--- config.mk ---
export PLATFORM = sky130hd
export DESIGN_NAME = ps2_kbd_rx
export DESIGN_NICKNAME = d
export VERILOG_FILES = /design/src/rtl/ps2_pkg.sv /design/src/rtl/ps2_rx_fifo.sv /design/src/rtl/ps2_kbd_rx.sv
export SDC_FILE = /design/constraint.sdc
export NUM_CORES = 1
export LEC_CHECK = 0
export CORE_UTILIZATION = 49
export CTS_CLUSTER_SIZE = 40
export DETAILED_ROUTE_END_ITERATION = 8
export PLACE_DENSITY = 0.67
export SKIP_LAST_GASP = 1
export SLEW_MARGIN = 20
export SYNTH_ARGS = -nofsm -noshare
export SYNTH_HDL_FRONTEND = slang
export SYNTH_SLANG_ARGS = --single-unit
--- constraint.sdc ---
create_clock -name clk -period 3.1 [get_ports clk]
set_clock_uncertainty 0.15 [all_clocks]
set_input_delay 0.93 -clock clk [delete_from_list [all_inputs] [get_ports clk]]
set_output_delay 0.93 -clock clk [all_outputs]
set_load 0.03 [all_outputs]
--- src/rtl/ps2_pkg.sv ---
// ps2_pkg: shared definitions for the PS/2 keyboard receiver.
//   ps2_state_e         - frame-assembly FSM states
//   PS2_FILTER_LEN      - default clock glitch-filter length (samples)
//   PS2_TIMEOUT_CYCLES  - default partial-frame timeout (cpuclk cycles)
//   odd_parity_ok()     - 1 when data bits plus parity bit hold an odd number of ones
package ps2_pkg;

  typedef enum logic [1:0] {
    ST_IDLE,
    ST_DATA,
    ST_PARITY,
    ST_STOP
  } ps2_state_e;

  localparam int PS2_FILTER_LEN     = 8;
  localparam int PS2_TIMEOUT_CYCLES = 25000;

  function automatic logic odd_parity_ok(input logic [7:0] data, input logic parity);
    return ^{data, parity};
  endfunction

endpackage

--- src/rtl/ps2_rx_fifo.sv ---
// ps2_rx_fifo: first-word fall-through FIFO for received scancodes.
//   clk, reset     - clock, synchronous active-high reset
//   push/push_data - write request and byte
//   pop            - read request, honoured only while valid
//   rd_data/valid  - head entry and non-empty flag
//   overflow       - one-cycle pulse when a push is dropped because the FIFO is full
// DEPTH must be a power of two (>= 2) so the pointers wrap naturally.
module ps2_rx_fifo #(
  parameter int WIDTH = 8,
  parameter int DEPTH = 4
) (
  input  logic             clk,
  input  logic             reset,
  input  logic             push,
  input  logic [WIDTH-1:0] push_data,
  input  logic             pop,
  output logic [WIDTH-1:0] rd_data,
  output logic             valid,
  output logic             overflow
);

  localparam int AW = (DEPTH > 1) ? $clog2(DEPTH) : 1;

  logic [WIDTH-1:0] mem [DEPTH];
  logic [AW-1:0]    rd_ptr;
  logic [AW-1:0]    wr_ptr;
  logic [AW:0]      count;
  logic             full;
  logic             empty;
  logic             pop_ok;
  logic             push_ok;

  assign full    = (count == (AW+1)'(DEPTH));
  assign empty   = (count == '0);
  assign pop_ok  = pop && !empty;
  // A pop in the same cycle frees the slot, so a push into a full FIFO is still accepted.
  assign push_ok = push && (!full || pop_ok);

  assign rd_data = mem[rd_ptr];
  assign valid   = !empty;

  always_ff @(posedge clk) begin
    if (reset) begin
      rd_ptr   <= '0;
      wr_ptr   <= '0;
      count    <= '0;
      overflow <= 1'b0;
      for (int unsigned i = 0; i < DEPTH; i++) begin
        mem[AW'(i)] <= '0;
      end
    end else begin
      overflow <= push && full && !pop_ok;
      if (push_ok) begin
        mem[wr_ptr] <= push_data;
        wr_ptr      <= wr_ptr + 1'b1;
      end
      if (pop_ok) begin
        rd_ptr <= rd_ptr + 1'b1;
      end
      case ({push_ok, pop_ok})
        2'b10:   count <= count + 1'b1;
        2'b01:   count <= count - 1'b1;
        default: count <= count;
      endcase
    end
  end

endmodule

--- src/rtl/ps2_kbd_rx.sv ---
// ps2_kbd_rx: PS/2 keyboard receiver (device-to-host frames).
//   clk, reset             - cpuclk, synchronous active-high reset
//   ps2_clk_in/data_in     - raw asynchronous PS/2 lines
//   code/code_valid        - scancode at FIFO head, FIFO non-empty
//   code_ready             - consumer pop (taken when code_valid && code_ready)
//   parity_err, frame_err  - one-cycle pulses for bad parity, bad stop bit or timeout
//   overflow               - one-cycle pulse when a good byte is dropped on a full FIFO
module ps2_kbd_rx import ps2_pkg::*; #(
  parameter int FILTER_LEN     = PS2_FILTER_LEN,
  parameter int TIMEOUT_CYCLES = PS2_TIMEOUT_CYCLES,
  parameter int FIFO_DEPTH     = 4
) (
  input  logic       clk,
  input  logic       reset,
  input  logic       ps2_clk_in,
  input  logic       ps2_data_in,
  output logic [7:0] code,
  output logic       code_valid,
  input  logic       code_ready,
  output logic       parity_err,
  output logic       frame_err,
  output logic       overflow
);

  localparam int FW = (FILTER_LEN > 1) ? $clog2(FILTER_LEN) : 1;
  localparam int TW = (TIMEOUT_CYCLES > 1) ? $clog2(TIMEOUT_CYCLES) : 1;
  localparam logic [FW-1:0] FILT_LAST = FW'(FILTER_LEN - 1);
  localparam logic [TW-1:0] TO_LAST   = TW'(TIMEOUT_CYCLES - 1);

  // Input synchronizers, idle-high.
  logic [1:0] clk_sync;
  logic [1:0] data_sync;
  logic       clk_s;
  logic       data_s;

  always_ff @(posedge clk) begin
    if (reset) begin
      clk_sync  <= '1;
      data_sync <= '1;
    end else begin
      clk_sync  <= {clk_sync[0], ps2_clk_in};
      data_sync <= {data_sync[0], ps2_data_in};
    end
  end

  assign clk_s  = clk_sync[1];
  assign data_s = data_sync[1];

  // Glitch filter: the counter tracks how many consecutive samples disagree with
  // the filtered level; any agreeing sample restarts the run.
  logic          filt_clk;
  logic          filt_clk_q;
  logic [FW-1:0] filt_cnt;
  logic          fall;

  always_ff @(posedge clk) begin
    if (reset) begin
      filt_clk   <= 1'b1;
      filt_clk_q <= 1'b1;
      filt_cnt   <= '0;
    end else begin
      filt_clk_q <= filt_clk;
      if (clk_s == filt_clk) begin
        filt_cnt <= '0;
      end else if (filt_cnt == FILT_LAST) begin
        filt_clk <= clk_s;
        filt_cnt <= '0;
      end else begin
        filt_cnt <= filt_cnt + 1'b1;
      end
    end
  end

  assign fall = filt_clk_q && !filt_clk;

  // Frame assembly FSM.
  ps2_state_e    state, state_n;
  logic [2:0]    bit_cnt, bit_cnt_n;
  logic [7:0]    shift, shift_n;
  logic          parity_ok, parity_ok_n;
  logic [TW-1:0] to_cnt, to_cnt_n;
  logic          push;
  logic          perr_n;
  logic          ferr_n;

  always_ff @(posedge clk) begin
    if (reset) begin
      state      <= ST_IDLE;
      bit_cnt    <= '0;
      shift      <= '0;
      parity_ok  <= 1'b0;
      to_cnt     <= '0;
      parity_err <= 1'b0;
      frame_err  <= 1'b0;
    end else begin
      state      <= state_n;
      bit_cnt    <= bit_cnt_n;
      shift      <= shift_n;
      parity_ok  <= parity_ok_n;
      to_cnt     <= to_cnt_n;
      parity_err <= perr_n;
      frame_err  <= ferr_n;
    end
  end

  always_comb begin
    state_n     = state;
    bit_cnt_n   = bit_cnt;
    shift_n     = shift;
    parity_ok_n = parity_ok;
    push        = 1'b0;
    perr_n      = 1'b0;
    ferr_n      = 1'b0;

    if (state == ST_IDLE || fall) begin
      to_cnt_n = '0;
    end else begin
      to_cnt_n = to_cnt + 1'b1;
    end

    case (state)
      ST_IDLE: begin
        if (fall && !data_s) begin
          state_n   = ST_DATA;
          bit_cnt_n = '0;
        end
      end
      ST_DATA: begin
        if (fall) begin
          shift_n   = {data_s, shift[7:1]};
          bit_cnt_n = bit_cnt + 1'b1;
          if (bit_cnt == 3'd7) begin
            state_n = ST_PARITY;
          end
        end
      end
      ST_PARITY: begin
        if (fall) begin
          parity_ok_n = odd_parity_ok(shift, data_s);
          state_n     = ST_STOP;
        end
      end
      ST_STOP: begin
        if (fall) begin
          if (!parity_ok) begin
            perr_n = 1'b1;
          end else if (!data_s) begin
            ferr_n = 1'b1;
          end else begin
            push = 1'b1;
          end
          state_n = ST_IDLE;
        end
      end
      default: state_n = ST_IDLE;
    endcase

    // A fall on the expiry cycle restarts the count, so it takes precedence.
    if (state != ST_IDLE && !fall && to_cnt == TO_LAST) begin
      state_n  = ST_IDLE;
      ferr_n   = 1'b1;
      to_cnt_n = '0;
    end
  end

  ps2_rx_fifo #(
    .WIDTH (8),
    .DEPTH (FIFO_DEPTH)
  ) u_fifo (
    .clk       (clk),
    .reset     (reset),
    .push      (push),
    .push_data (shift),
    .pop       (code_ready),
    .rd_data   (code),
    .valid     (code_valid),
    .overflow  (overflow)
  );

endmodule

==> results.md, run 1 <==
## Yosys
• 82 — synthesis-stage register bit count
• 315 — synthesized instance count
• sky130_fd_sc_hd__dfxtp_1 — most common flop cell mapped by yosys
• 331 — net count after synthesis
• 41 — post-synthesis cell type count
• 11.5 um2 — Avg Inst Size Synth
• 0% — fraction of synthesis flops using an asynchronous set or reset pin
• 54.3% — share of synthesized area occupied by flip-flops and latches
• 0.00362 mm2 — Syn Std Cell Area
• 32 — EDFF count, synth
• 0 — yosys warns

## Floorplan
• 0.00694 mm2 — Core Box Area
• 17 — number of placed I/O pins
• 0.00773 mm2 — die area
• 87.9 um — Vert. Die Dim
• 52.1% — starting density of the core
• 87.9 um — Die X
• 30 — cell row count

## Setup path
• clkdlybuf4s50_1, or4b_4, nand3_2, ha_1, inv_1, fa_1, xor2_1, or3_1, a21oi_1 — crit-path cells
• in2reg — Worst Setup Path Type
• 3240 ps — required arrival time at the worst endpoint
• 2 — CP max FO
• sky130_fd_sc_hd__or4b_4 — cell type of the slowest stage on the worst timing path
• 8 — worst-case reg-to-reg path depth
• input pin — critical path startpoint category
• register — Worst setup EP type
• 500 ps — critical path's largest stage delay
• 3150 ps — arrival time at the worst endpoint
• u_fifo.count[0] — Crit Reg-Reg Startpoint
• code_ready — CP Launch Point

## Layout
• 358 — net count of the finished layout
• 0.00196 mm2 — register area
• 14.7% — synth-to-layout area growth
• 584 — FILL cells
• 0.00157 mm2 — area of the multi-input gates
• 0 — number of inserted diodes
• 13.0% — ratio of cells with drive above 1 in the final layout

## Route
• 4 — detailed-routing iteration count for the pre-antenna-repair pass
• 5.96 mm — total length of routed wires
• 2274 — via total after detailed routing
• 0 — drc violations
• 110 — violation count after the first detailed-routing iteration
• 5.13 — number of vias per cell
• 0 — number of nets still failing antenna checks after routing
• 13.4 um — Wirelength per Cell

## Worst hold path
• 1 — hold path cells
• reg2reg — Hold Path Class
• data_sync[0] — launch point of the worst hold path

## STA
• 83.1 ps — crit path setup slack, layout
• 0 ps — sum of negative setup slack
• 0 — number of setup violations in the final report
• 70.4% — Rel. slew slack
• 97.3% — fraction of the cycle the final worst path needs
• 438 ps — Tightest Pin Transition
• yes — RSZ-0062 raised after global routing
• 3020 ps — shortest clock period the worst path allows after layout
• 331 MHz — fmax
• 0 — final max-slew violation count
• 0 — final hold vios

## Place
• 4.17 mm — sum of net half-perimeters after detailed placement
• -323 ps — Post-Place Setup Slack
• 0.762 — weighted congestion at the end of routability-driven global placement
• 16 — number of I/O port buffers

## Clock tree
• 0 — number of buffers added to fix hold violations after cts
• 0 — setup bufs post-CTS
• 3 — number of H-tree levels
• sky130_fd_sc_hd__clkbuf_8 — Clk Tree Root Cell
• 1 — quantity of gates resized following cts
• 80 ps — register clock-pin slew on the reported worst setup and hold paths
• 82 — TritonCTS Sinks
• done — CTS tree
• 350 ps — clock insertion delay at the later pin of the skew report
• 2 — number of buffers on the longest clock path
• 9 — cts bufs inserted

## Job
• 0 — number of violations of the max-capacitance limit

## GRT
• 9.83 mm — first-pass GRT wire length
• 2077 — via count of the first global-routing pass
• 0 — final global-route overflow total
• 17.1% — all-layer global routing usage
• 34 — pin count of the biggest net entering global routing
• 0 — number of antenna violations at the first check in global routing

## Power and ir drop
• 1.58 nW — Leakage Power
• 1.99 mW — overall power of the completed layout
• 280 uV — maximum VDD drop
• 480 mW/mm2 — power density over the cells

## Status
• complete, no violations — status

==> flip-flops by register name, indices dropped and copies added, names as in the netlist, named ones only <==
register / cells
u_fifo.mem: 32
to_cnt: 15
shift: 8
bit_cnt: 3
filt_cnt: 3
u_fifo.count: 3
clk_sync: 2
data_sync: 2
state: 2
u_fifo.rd_ptr: 2
u_fifo.wr_ptr: 2
filt_clk: 1
filt_clk_q: 1
frame_err: 1
parity_err: 1
parity_ok: 1
u_fifo.overflow: 1
==> worst max-delay path: cells and delay by family <==
kind / cells / cell delay, ps
buf+inv: 2 / 480
simple gates: 3 / 900
compound gates: 1 / 140
fa+ha+maj: 2 / 550
xor+xnor: 1 / 160
==> layout by cell type, fill, tap and decap left out, drive strengths merged, types with 9 or more instances in the layout <==
cell type  instances
clkbuf            11
or2                9
nand3              9
ha                10
buf               11
dfxtp             50
nor2              34
nand2             10
and2              37
xnor2             10
edfxtp            32
mux2i             12
xor2              13
==> per-stage QoR <==
| step | instances | instance area (um2) | utilization, % | hold slack (ps) |
|---|---|---|---|---|
| finish | 443 | 4150 | 59.7 | 262 |
| CTS | 443 | 4130 | 59.4 | 264 |
| global route | 443 | 4150 | 59.7 | 279 |
| global placement | 427 | 3920 | 56.5 | 241 |
| detailed placement | 427 | 3920 | 56.5 | 245 |
| floorplan | 315 | 3620 | - | 239 |
==> cells by family after synthesis <==
| logic type | count (synthesis) | share of synthesized area, % |
|---|---|---|
| simple gates | 140 | 21.8 |
| flops | 82 | 54.3 |
| buf+inv | 19 | 2.39 |
| xor+xnor | 24 | 6.19 |
| compound gates | 19 | 3.01 |
| fa+ha+maj | 11 | 4.01 |
| mux | 20 | 8.30 |
==> report_power, final <==
| group | internal [mW] | switching (mW) | total, mW |
|---|---|---|---|
| sequential | 1.14 | 0.00915 | 1.15 |
| clock | 0.416 | 0.366 | 0.782 |
| combinational | 0.0267 | 0.0335 | 0.0602 |
==> cell usage after synthesis (2+ instances only) <==
cell	instances	share of area, %
sky130_fd_sc_hd__a21oi_1	7	0.97
sky130_fd_sc_hd__and2_1	37	6.4
sky130_fd_sc_hd__and3_1	3	0.52
sky130_fd_sc_hd__and4_1	2	0.48
sky130_fd_sc_hd__buf_6	2	0.62
sky130_fd_sc_hd__clkbuf_1	8	0.83
sky130_fd_sc_hd__dfxtp_1	50	28
sky130_fd_sc_hd__edfxtp_1	32	27
sky130_fd_sc_hd__ha_1	10	3.5
sky130_fd_sc_hd__inv_1	8	0.83
sky130_fd_sc_hd__mux2i_1	12	3.3
sky130_fd_sc_hd__mux4_2	8	5.0
sky130_fd_sc_hd__nand2_1	10	1.0
sky130_fd_sc_hd__nand2b_1	4	0.69
sky130_fd_sc_hd__nand3_1	9	1.2
sky130_fd_sc_hd__nand3b_1	2	0.42
sky130_fd_sc_hd__nand4_1	5	0.87
sky130_fd_sc_hd__nor2_1	34	3.5
sky130_fd_sc_hd__nor2b_1	2	0.35
sky130_fd_sc_hd__nor3_1	6	0.83
sky130_fd_sc_hd__nor4_1	4	0.69
sky130_fd_sc_hd__nor4bb_1	3	0.83
sky130_fd_sc_hd__o21ai_0	7	0.97
sky130_fd_sc_hd__or2_2	8	1.4
sky130_fd_sc_hd__or3_1	5	0.87
sky130_fd_sc_hd__xnor2_1	10	2.4
sky130_fd_sc_hd__xor2_1	13	3.1
==> final timing paths <==
check	to	slack, ps
hold reg to reg	data_sync[1]	260
setup / recovery	u_fifo.count[2]	80
setup reg to reg	u_fifo.count[2]	650
hold / removal	data_sync[1]	260
==> final cells by class <==
type	instances	share of cell area, %
flip-flops and latches	82	47.3
clock inverters	5	1.24
repair buffers	27	6.24
inverters	8	0.724
well taps	96	2.90
clock buffers	11	3.68
multi-input cells	214	37.9
==> per-layer routing <==
layer | part of all wire (%) | GRT usage, % | wire [um] | vias up
met5 | 0 | 0 | 0 | -
met4 | 0.97 | 6.26 | 58 | 0
met3 | 3.1 | 5.09 | 185 | 5
met2 | 49 | 28.3 | 2900 | 34
met1 | 47 | 21.2 | 2810 | 1079
li1 | - | - | - | 1156
Power figures use the tool's default switching activity.
==> run 2: changes to the inputs <==
GPL_TIMING_DRIVEN = 0   (was default)
==> results.md, run 2 (synthesis gave the netlist of run 1 again) <==
## Layout
• 440 — Finished Layout Cells
• 0 — number of inserted diodes
• sky130_fd_sc_hd__dfxtp_1 — commonest non-fill, non-tap cell in the layout
• 32 — flip-flop count of the largest register after layout
• 583 — FILL cells
• 355 — net count of the finished layout
• 14.9% — synth-to-layout area growth
• 59.8% — final design utilization
• u_fifo.mem: 32 flops, to_cnt: 15 flops, shift: 8 flops — largest registers in the final layout
• 49 x sky130_fd_sc_hd__dfxtp_1, 37 x sky130_fd_sc_hd__and2_1, 34 x sky130_fd_sc_hd__nor2_1, 32 x sky130_fd_sc_hd__edfxtp_1, 14 x sky130_fd_sc_hd__clkdlybuf4s50_1 — top library cells by usage in the layout, fill and taps aside
• u_fifo.mem — largest register by flop count
• 12.5% — ratio of cells with drive above 1 in the final layout

## Setup path
• 2020 ps — required arrival time at the worst endpoint
• 1930 ps — arrival time at the worst endpoint
• 8 — CP max FO
• register — critical path startpoint category
• 480 ps — worst setup slack for register-to-register paths
• 610 ps — critical path's largest stage delay
• 5 — worst-case reg-to-reg path depth
• sky130_fd_sc_hd__clkdlybuf4s50_1 — cell type of the slowest stage on the worst timing path
• output pin — Worst setup EP type
• mux4_2, clkdlybuf4s50_1 — crit-path cells
• u_fifo.mem[0][4] — endpoint of the worst-slack reg-to-reg timing path
• reg2out — Worst Setup Path Type
• state[0] — Crit Reg-Reg Startpoint

## Power and ir drop
• 2.9% — Comb power frac
• 1.50 nW — Leakage Power
• 307 uV — maximum VDD drop
• 1.72 mW — Cell Int Power
• 2.15 mW — overall power of the completed layout
• 518 mW/mm2 — power density over the cells
• 0.428 mW — switching power of the nets
• 43.9% — share of power burned in the clock network
• 53.2% — Sequential Power Share
• 19.9% — switch share

## Floorplan
• 52.1% — starting density of the core
• 0.00694 mm2 — Core Box Area
• 30 — cell row count
• 87.9 um — Vert. Die Dim
• 87.9 um — Die X
• 0.00773 mm2 — die area
• 17 — number of placed I/O pins

## Clock tree
• 82 — TritonCTS Sinks
• 350 ps — clock insertion delay at the later pin of the skew report
• 9 — cts bufs inserted
• 3 — number of H-tree levels
• sky130_fd_sc_hd__clkbuf_8 — Clk Tree Root Cell
• 2 — number of buffers on the longest clock path
• 80 ps — register clock-pin slew on the reported worst setup and hold paths
• done — CTS tree

## GRT
• 2173 — via count of the first global-routing pass
• 0 — final global-route overflow total
• 10.1 mm — first-pass GRT wire length
• 0 — number of antenna violations at the first check in global routing
• 17.7% — all-layer global routing usage
• 15 — pin count of the biggest net entering global routing

## STA
• 37.5% — Rel. slew slack
• 332 MHz — fmax
• 0 ps — sum of negative setup slack
• 256 ps — worst hold-check slack
• 0 — number of setup violations in the final report
• 931 ps — Tightest Pin Transition
• no — RSZ-0062 raised after global routing
• 0 — final hold vios
• 97.2% — fraction of the cycle the final worst path needs
• 0 — final max-slew violation count
• 3010 ps — shortest clock period the worst path allows after layout

## Route
• 5.98 mm — total length of routed wires
• 100 — violation count after the first detailed-routing iteration
• 0 — number of nets still failing antenna checks after routing
• 5.12 — number of vias per cell
• 13.6 um — Wirelength per Cell
• 2254 — via total after detailed routing
• 4 — detailed-routing iteration count for the pre-antenna-repair pass
• 0 — drc violations

## Worst hold path
• 1 — hold path cells
• reg2reg — Hold Path Class
• data_sync[1] — hold worst-path end
• data_sync[0] — launch point of the worst hold path

## Place
• 4.14 mm — sum of net half-perimeters after detailed placement
• 426 — cell count after placement
• 0.798 — weighted congestion at the end of routability-driven global placement
• 15 — number of I/O port buffers

## Job
• 0 — number of violations of the max-capacitance limit

## Status
• complete, no violations — status

[run 2: metrics by stage]
| stage | setup slack [ps] | instance area (um2) |
|---|---|---|
| after floorplan | 169 | 3620 |
| after global placement | -364 | 3890 |
| after detailed placement | -390 | 3900 |
| after CTS | 9.88 | 4150 |
| after global routing | 9.92 | 4160 |
| final | 86.2 | 4160 |
[run 2: worst max-delay path: cells and delay by family (launching register included)]
kind | cells | cell delay, ps
multiplexers | 1 | 520
buffers and inverters | 1 | 610
flip-flops | 1 | 460
[run 2: worst max-delay path by stage]
stage                                  to  slack [ps]       start  depth (start not counted)
after floorplan           u_fifo.count[2]         170  code_ready                          8
after global placement    u_fifo.count[2]        -360  code_ready                          9
after detailed placement  u_fifo.count[2]        -390  code_ready                          9
after CTS                 u_fifo.count[2]          10  code_ready                          9
after global routing              code[7]          10    register                          2
final                             code[7]          90    register                          2
[run 2: area by class of cell]
cell class	count	area, um2	share of cell area (%)
Clock inverter	6	113	2.71
Inverter	8	30.0	0.723
Multi-Input combinational cell	214	1590	38.2
Timing Repair Buffer	15	153	3.67
Tap cell	96	120	2.89
Clock buffer	10	138	3.31
Buffer	9	48.8	1.17
Sequential cell	82	1970	47.3
[run 2: routing by layer]
layer  up-vias  track usage [%]  share of wire (%)
met3         8             3.39                1.7
met2        18             29.5                 48
met5         -                0                  0
met1      1076             21.9                 48
li1       1152                -                  -
met4         0             8.94                1.8
[run 2: repair_timing]
item / 4_1_cts / 5_1_grt
resized for setup: 3 / 2
setup buffers: 0 / 0
pin swaps: 0 / 1
endpoints found under the setup margin: 9 / 1
hold buffers: 0 / 0
[run 2: power by group through the flow]
stage	Sequential, mW	Combinational [mW]	Clock [mW]
6_report	1.14	0.0625	0.944
5_1_grt	1.15	0.0676	1.00
4_1_cts	1.14	0.0644	0.958
3_5_place_dp	1.17	0.0641	0
3_3_place_gp	1.17	0.0629	0
2_1_floorplan	1.17	0.0396	0
==> run 3: changes to the inputs <==
CAP_MARGIN = 25   (was default)
==> results of run 3 <==
The final DEF is identical to that of run 2; final timing and power are the same.
